`src/rtl/bus_resolver_keeper.sv`:
```
// Multi-driver bus resolver (tri / wired-AND / wired-OR) with a bounded charge keeper.
// Optional strict single-owner checking and multi_drive output: BUS_RESOLVER_ONEHOT_CHECK_EN.
`timescale 1ns/1ps

module bus_resolver_keeper #(
    parameter int unsigned      N_DRV       = 4,
    parameter int unsigned      WIDTH       = 8,
    parameter int unsigned      MODE        = 0,
    parameter int unsigned      KEEP_CYCLES = 3,
    parameter logic [WIDTH-1:0] FLOAT_VAL   = '0,
    parameter int unsigned      CNT_W       = 8
) (
    input  logic                     clk,
    input  logic                     rst,
    input  logic [N_DRV-1:0]         drv_en,
    input  logic [N_DRV*WIDTH-1:0]   drv_data,
    input  logic                     conflict_clr,
    output logic [WIDTH-1:0]         bus_data,
    output logic                     bus_driven,
    output logic                     bus_float,
    output logic                     conflict,
`ifdef BUS_RESOLVER_ONEHOT_CHECK_EN
    output logic                     multi_drive,
`endif
    output logic [CNT_W-1:0]         conflict_cnt
);

    localparam int unsigned KEEP_W   = (KEEP_CYCLES < 1) ? 1 : $clog2(KEEP_CYCLES + 1);
    localparam logic [KEEP_W-1:0] KEEP_MAX = KEEP_W'(KEEP_CYCLES);
    // Unknown mode encodings fall back to tri resolution.
    localparam int unsigned EFF_MODE = (MODE == 1 || MODE == 2) ? MODE : 0;

    logic [WIDTH-1:0]  drv_word;
    logic [WIDTH-1:0]  first_data;
    logic [WIDTH-1:0]  and_data;
    logic [WIDTH-1:0]  or_data;
    logic [WIDTH-1:0]  resolved;
    logic              found;
    logic              multi;
    logic              disagree;
    logic              tri_conflict;

    logic [KEEP_W-1:0] keep_cnt;
    logic [KEEP_W-1:0] keep_nxt;
    logic [WIDTH-1:0]  data_nxt;
    logic              driven_nxt;
    logic              float_nxt;
    logic              conflict_nxt;
    logic [CNT_W-1:0]  cnt_nxt;

    // Scan drivers: lowest-index owner, wired reductions, agreement and multi-drive.
    always_comb begin
        drv_word   = '0;
        first_data = '0;
        and_data   = '1;
        or_data    = '0;
        found      = 1'b0;
        multi      = 1'b0;
        disagree   = 1'b0;
        for (int unsigned i = 0; i < N_DRV; i++) begin
            drv_word = drv_data[i*WIDTH +: WIDTH];
            if (drv_en[i]) begin
                and_data = and_data & drv_word;
                or_data  = or_data | drv_word;
                if (!found) begin
                    first_data = drv_word;
                    found      = 1'b1;
                end else begin
                    multi = 1'b1;
                    if (drv_word != first_data) begin
                        disagree = 1'b1;
                    end
                end
            end
        end
    end

    // Mode-dependent resolved value and conflict condition.
    always_comb begin
        if (EFF_MODE == 1) begin
            resolved = and_data;
        end else if (EFF_MODE == 2) begin
            resolved = or_data;
        end else begin
            resolved = first_data;
        end
`ifdef BUS_RESOLVER_ONEHOT_CHECK_EN
        tri_conflict = (EFF_MODE == 0) && (disagree || multi);
`else
        tri_conflict = (EFF_MODE == 0) && disagree;
`endif
    end

    // Keeper: hold last value for KEEP_CYCLES undriven cycles, then float.
    always_comb begin
        data_nxt     = bus_data;
        driven_nxt   = 1'b0;
        float_nxt    = bus_float;
        conflict_nxt = 1'b0;
        keep_nxt     = keep_cnt;
        if (found) begin
            data_nxt     = resolved;
            driven_nxt   = 1'b1;
            float_nxt    = 1'b0;
            conflict_nxt = tri_conflict;
            keep_nxt     = '0;
        end else if (keep_cnt != KEEP_MAX) begin
            keep_nxt = keep_cnt + KEEP_W'(1);
        end else begin
            data_nxt  = FLOAT_VAL;
            float_nxt = 1'b1;
        end
    end

    // Saturating conflict counter; clear has priority over a same-cycle conflict.
    always_comb begin
        cnt_nxt = conflict_cnt;
        if (conflict_clr) begin
            cnt_nxt = '0;
        end else if (conflict_nxt && (conflict_cnt != {CNT_W{1'b1}})) begin
            cnt_nxt = conflict_cnt + CNT_W'(1);
        end
    end

    always_ff @(posedge clk) begin
        if (rst) begin
            bus_data     <= FLOAT_VAL;
            bus_driven   <= 1'b0;
            bus_float    <= 1'b1;
            conflict     <= 1'b0;
            conflict_cnt <= '0;
            keep_cnt     <= '0;
        end else begin
            bus_data     <= data_nxt;
            bus_driven   <= driven_nxt;
            bus_float    <= float_nxt;
            conflict     <= conflict_nxt;
            conflict_cnt <= cnt_nxt;
            keep_cnt     <= keep_nxt;
        end
    end

`ifdef BUS_RESOLVER_ONEHOT_CHECK_EN
    always_ff @(posedge clk) begin
        if (rst) begin
            multi_drive <= 1'b0;
        end else begin
            multi_drive <= multi;
        end
    end
`endif

endmodule

```
`config.mk`:
```
export PLATFORM = sky130hd
export DESIGN_NAME = bus_resolver_keeper
export DESIGN_NICKNAME = d
export VERILOG_FILES = /design/src/rtl/bus_resolver_keeper.sv
export SDC_FILE = /design/constraint.sdc
export NUM_CORES = 1
export LEC_CHECK = 0
export ABC_CLOCK_PERIOD_IN_PS = 5900
export CAP_MARGIN = 20
export CORE_ASPECT_RATIO = 1.4
export CORE_UTILIZATION = 50
export CTS_CLUSTER_SIZE = 30
export DETAILED_ROUTE_END_ITERATION = 7
export MAX_ROUTING_LAYER = met4
export PLACE_DENSITY_LB_ADDON = 0.3
export SLEW_MARGIN = 5
export SYNTH_ARGS = -nofsm -noshare
export SYNTH_HDL_FRONTEND = slang
export SYNTH_SLANG_ARGS = --single-unit
```
`constraint.sdc`:
```
create_clock -name clk -period 5.9 [get_ports clk]
set_clock_uncertainty 0.15 [all_clocks]
set_input_delay 1.18 -clock clk [delete_from_list [all_inputs] [get_ports clk]]
set_output_delay 1.18 -clock clk [all_outputs]
set_load 0.02 [all_outputs]
```
Word-level counts from Yosys, hierarchy flattened
Index checks and enable logic that the tools add are counted.
{"block": "totals", "output_inout_bits": 19, "ff_bits": 21}
{"block": "op_classes", "reduce_logical": 3, "add_sub_neg": 2, "muxes": 26, "eq_ne": 6}
{"operator": "8-bit 2-to-1 mux", "count": 9}
{"operator": "8-bit != test", "count": 3}
{"operator": "1-bit 2-to-1 mux", "count": 17}
{"operator": "8-bit by 1-bit adder with 8-bit output (second input constant)", "count": 1}
{"operator": "8-bit != test (second input constant)", "count": 1}
{"operator": "2-bit != test (second input constant)", "count": 2}
{"operator": "2-bit OR reduction", "count": 2}
{"operator": "2-bit by 1-bit adder with 2-bit output (second input constant)", "count": 1}
{"operator": "1-bit logical AND", "count": 1}

Logic depth before layout (Yosys ltp)
{"block": "logic_depth", "ltp_word": 13, "depth_mapped": 12, "ltp_nobuf": 8}

Least setup slack after synthesis
No wires, ideal clock.
{"block": "synth_timing", "kind": "input to register", "startpoint": "input drv_en[0]", "endpoint": "register conflict_cnt[0]", "setup_slack_ns": 2.743, "t_arrival_ns": 2.884, "setup_ns": 0.122, "cell_stages": 11, "path_buffers": 4, "path_cell_list": "buf_4 > buf_8 > buf_8 > a21oi_2 > a21oi_1 > a2111oi_0 > a21oi_1 > o31ai_4 > buf_6 > xor2_1 > nor2_1"}
{"block": "synth_between", "elab_chain_len": 13, "elab_cells_between_ends": 23, "cone_classes": "eq/ne (3); mux (19); reduce/logical (1)"}
{"item": "from (decl)", "line": "15", "rtl": "input logic [N_DRV-1:0] drv_en,"}
{"item": "8-bit 2-to-1 mux"}
{"item": "8-bit != test", "line": "70", "rtl": "if (drv_word != first_data) begin"}
{"item": "1-bit 2-to-1 mux", "line": "70"}
{"item": "1-bit 2-to-1 mux", "line": "65", "rtl": "if (!found) begin"}
{"item": "1-bit 2-to-1 mux", "line": "62", "rtl": "if (drv_en[i]) begin"}
{"item": "1-bit 2-to-1 mux", "line": "70"}
{"item": "1-bit 2-to-1 mux", "line": "65"}
{"item": "1-bit 2-to-1 mux", "line": "62"}
{"item": "1-bit 2-to-1 mux", "line": "70"}
{"item": "1-bit 2-to-1 mux", "line": "65"}
{"item": "1-bit 2-to-1 mux", "line": "62"}
{"item": "1-bit 2-to-1 mux *", "line": "101", "rtl": "if (found) begin"}
{"item": "1-bit logical AND *", "line": "120", "rtl": "end else if (conflict_nxt && (conflict_cnt != {CNT_W{1'b1}})) begin"}
{"item": "to (signal assigned)", "line": "138", "rtl": "conflict_cnt <= cnt_nxt;"}
{"item": "to (decl)", "line": "25", "rtl": "output logic [CNT_W-1:0] conflict_cnt"}
Every way passes the cells marked *; elsewhere a longest branch is shown, timed or not.
A chain may end at the register's enable or synchronous reset.

Worst setup path in the final report
{"block": "layout_timing", "startpoint": "input drv_en[0]", "endpoint": "register conflict_cnt[4]"}
Same word-level chain as after synthesis.

==> results.cfg <==
[clock_network]
clk_path_buf_depth = 2
cts_buffers = 3
cts_tree = done
clkLatencyLatePin_ns = 0.26
postCtsSetupBuffers = 0
cts-root-buf = clkbuf_8
clk_pin_slew_ns = 0.07
clock_sinks = 21
hold_buffers = 0
ctsResizeCount = 0
htreeDepth = 1

[cells_and_area]
num_antenna_cells = 0
multi_input_area_mm2 = 0.00120
seqCellArea_um2 = 420
nNetsFinal = 327
drive_gt1_share_pct = 4.91
fillers = 291
area_growth_pct = 32.5

[place]
io_buffers = 57
routabilityCongestion = 0.831
dp_hpwl_um = 3640

[sta]
worstMarginPinSlew_ns = 0.520
rsz0062_at_grt = no
min_period_over_period_pct = 68.0
holdWs_ns = 0.341
fmax_mhz = 249
timing.setup.tns_ns = 0
hold_violations = 0
worst_slew_margin_rel_pct = 65.2
slew_violations = 0
setup_viol = 0
layout_min_cycle_time_ns = 4.01

[power]
p_total_mw = 0.374
p_switching_mw = 0.115
p_clk_share_pct = 24.8
p_int_mw = 0.258
power.density_mw_per_mm2 = 159
p_leak_nw = 0.850
vdd_drop_max_v = 0.000145
p_comb_share_pct = 34.3
switching_share_pct = 30.9
seqPwrFrac_pct = 40.9

[worst_setup_path]
arrival_ns = 4.05
cp.required_ns = 5.94
cp_cell_sequence = clkdlybuf4s50_1 > buf_4 > and3_1 > a41oi_1 > a32oi_1 > and4_1 > o22ai_2 > o31ai_4 > o21ai_0 > a21oi_1
critPathCaptureType = flop
worst-path-max-fanout = 38
start_kind = input pin
rrSetupSlack_ns = 4.15
crit_type = input pin to flop
max_stage_delay_ns = 0.77
crit_slowest_cell = clkdlybuf4s50_1

[grt]
grt_pass1_wl_um = 7520
first_global_vias = 1727
grt_use_total_pct = 26.6
antenna_found_initial = 0
overflow = 0
grt_start_max_net_pins = 39

[min_path]
hold_class = flop to flop

[logic_synthesis]
synth_warnings = 0
syn_inst = 236
synth_nets = 277
yosysSeqAreaShare_pct = 23.7
yosys_register_bits = 21
synth-main-ff-cell = dfxtp_1
synth_area_leaders = dfxtp_1 (24%), a21oi_1 (7.6%), nand3_1 (5.4%)
syn_avg_cell_area_um2 = 7.52
synthArstFlopShare_pct = 0
synth_top_cell_by_area = dfxtp_1
post-synth-top-area-fraction_pct = 23.7
synth_edf_count = 0
mappedNetlistArea_mm2 = 0.00178
ys_types = 49

[floorplanning]
die_h_um = 72.5
rows = 25
dieArea_mm2 = 0.00380
core_mm2 = 0.00338
die_w_um = 52.4
top_level_ports = 58
initial_core_util_pct = 52.6

[detailed_routing]
antenna_left = 0
drtIter0Drc = 66
drt_first_pass_iters = 4
drc = 0
routed_via_density = 6.08
wl_um = 4650
routedWlPerCell_um = 14.3
vias = 1975

[run_status]
status = complete, no violations

[job]
cap_viol_max_count = 0
==> power groups by stage <==
stage | Sequential (mW) | Combinational (mW) | Clock [mW]
4_1_cts | 0.153 | 0.126 | 0.0936
2_1_floorplan | 0.163 | 0.0633 | 0
5_1_grt | 0.153 | 0.138 | 0.102
3_3_place_gp | 0.156 | 0.124 | 0
6_report | 0.153 | 0.128 | 0.0927
3_5_place_dp | 0.156 | 0.126 | 0
==> layout make-up <==
| type | count | share of cell area [%] |
|---|---|---|
| sequential | 21 | 17.9 |
| tap | 40 | 2.13 |
| inverter | 10 | 1.60 |
| clock buffer | 4 | 1.91 |
| multi-input combinational | 190 | 51.0 |
| timing repair buffer | 60 | 25.5 |
==> sequential cells by signal, indices dropped and copies added, names as in the netlist <==
| name | flops |
|---|---|
| keep_cnt | 2 |
| conflict | 1 |
| bus_data | 8 |
| bus_float | 1 |
| conflict_cnt | 8 |
| bus_driven | 1 |
==> per-layer routing <==
metal	global-route usage, %	part of all wire (%)	up-vias
met5	-	0	-
met4	11.1	1.8	0
met1	28.8	42	899
li1	-	-	1007
met2	48.5	54	62
met3	1.68	3.0	7
==> cell usage after synthesis (5+ instances only) <==
library cell	n
inv_1	10
or3_1	6
a21oi_1	27
nand3_1	19
nand3b_1	8
a22oi_1	6
xor2_1	5
nor2_1	13
nand2_1	18
o21ai_0	17
a22o_1	5
nand4_1	10
buf_2	5
dfxtp_1	21
==> cell usage in the layout (no fill, tap or decap), types with 3 or more instances in the layout <==
master and n:
nand4_1 10, a2bb2oi_1 3, nand3b_1 8, xor2_1 5, inv_1 10, nand4b_1 3
a32oi_1 4, and3_1 4, a21oi_1 27, or3_1 6, nand2_1 18, nor2_1 13
dfxtp_1 21, o22ai_1 4, nor3_1 3, a21oi_2 3, a22o_1 5, a22oi_1 6
clkdlybuf4s50_1 57, o21ai_0 17, nand3_1 19, clkbuf_8 3, a41oi_1 3
==> stage by stage <==
stage | instance area, µm² | std cells | utilization [%] | setup WS [ns]
2_1_floorplan | 1780 | 236 | - | 2.74
3_3_place_gp | 2290 | 320 | 67.9 | 1.60
3_5_place_dp | 2290 | 320 | 67.9 | 1.48
4_1_cts | 2340 | 324 | 69.2 | 1.74
5_1_grt | 2350 | 325 | 69.6 | 1.53
6_report | 2350 | 325 | 69.6 | 1.89
==> worst max-delay path: cells and delay by family <==
family,cells,cell delay (ns)
compound gates,6,1.23
buf+inv,2,1.18
simple gates,2,0.46
==> cell families (layout without fill, tap and decap cells) <==
group / after synthesis / in the layout / synth area share (%)
mux: 1 / 1 / 0.564
xor+xnor: 7 / 7 / 3.45
buf+inv: 25 / 74 / 8.81
simple gates: 95 / 95 / 30.0
fa+ha+maj: 2 / 2 / 1.41
compound gates: 85 / 85 / 32.1
flops: 21 / 21 / 23.7
==> path summary, 6_finish.rpt <==
| kind | start | endpoint | depth (start not counted) |
|---|---|---|---|
| setup / recovery | drv_en[0] | conflict_cnt[4]$_SDFFE_PP0P_ | 10 |
| hold / removal | bus_data[5]$_SDFFE_PP0P_ | bus_data[5]$_SDFFE_PP0P_ | 2 |
| setup reg to reg | conflict_cnt[4]$_SDFFE_PP0P_ | conflict_cnt[4]$_SDFFE_PP0P_ | 6 |
| hold reg to reg | bus_data[5]$_SDFFE_PP0P_ | bus_data[5]$_SDFFE_PP0P_ | 2 |
Power figures use the tool's default switching activity.
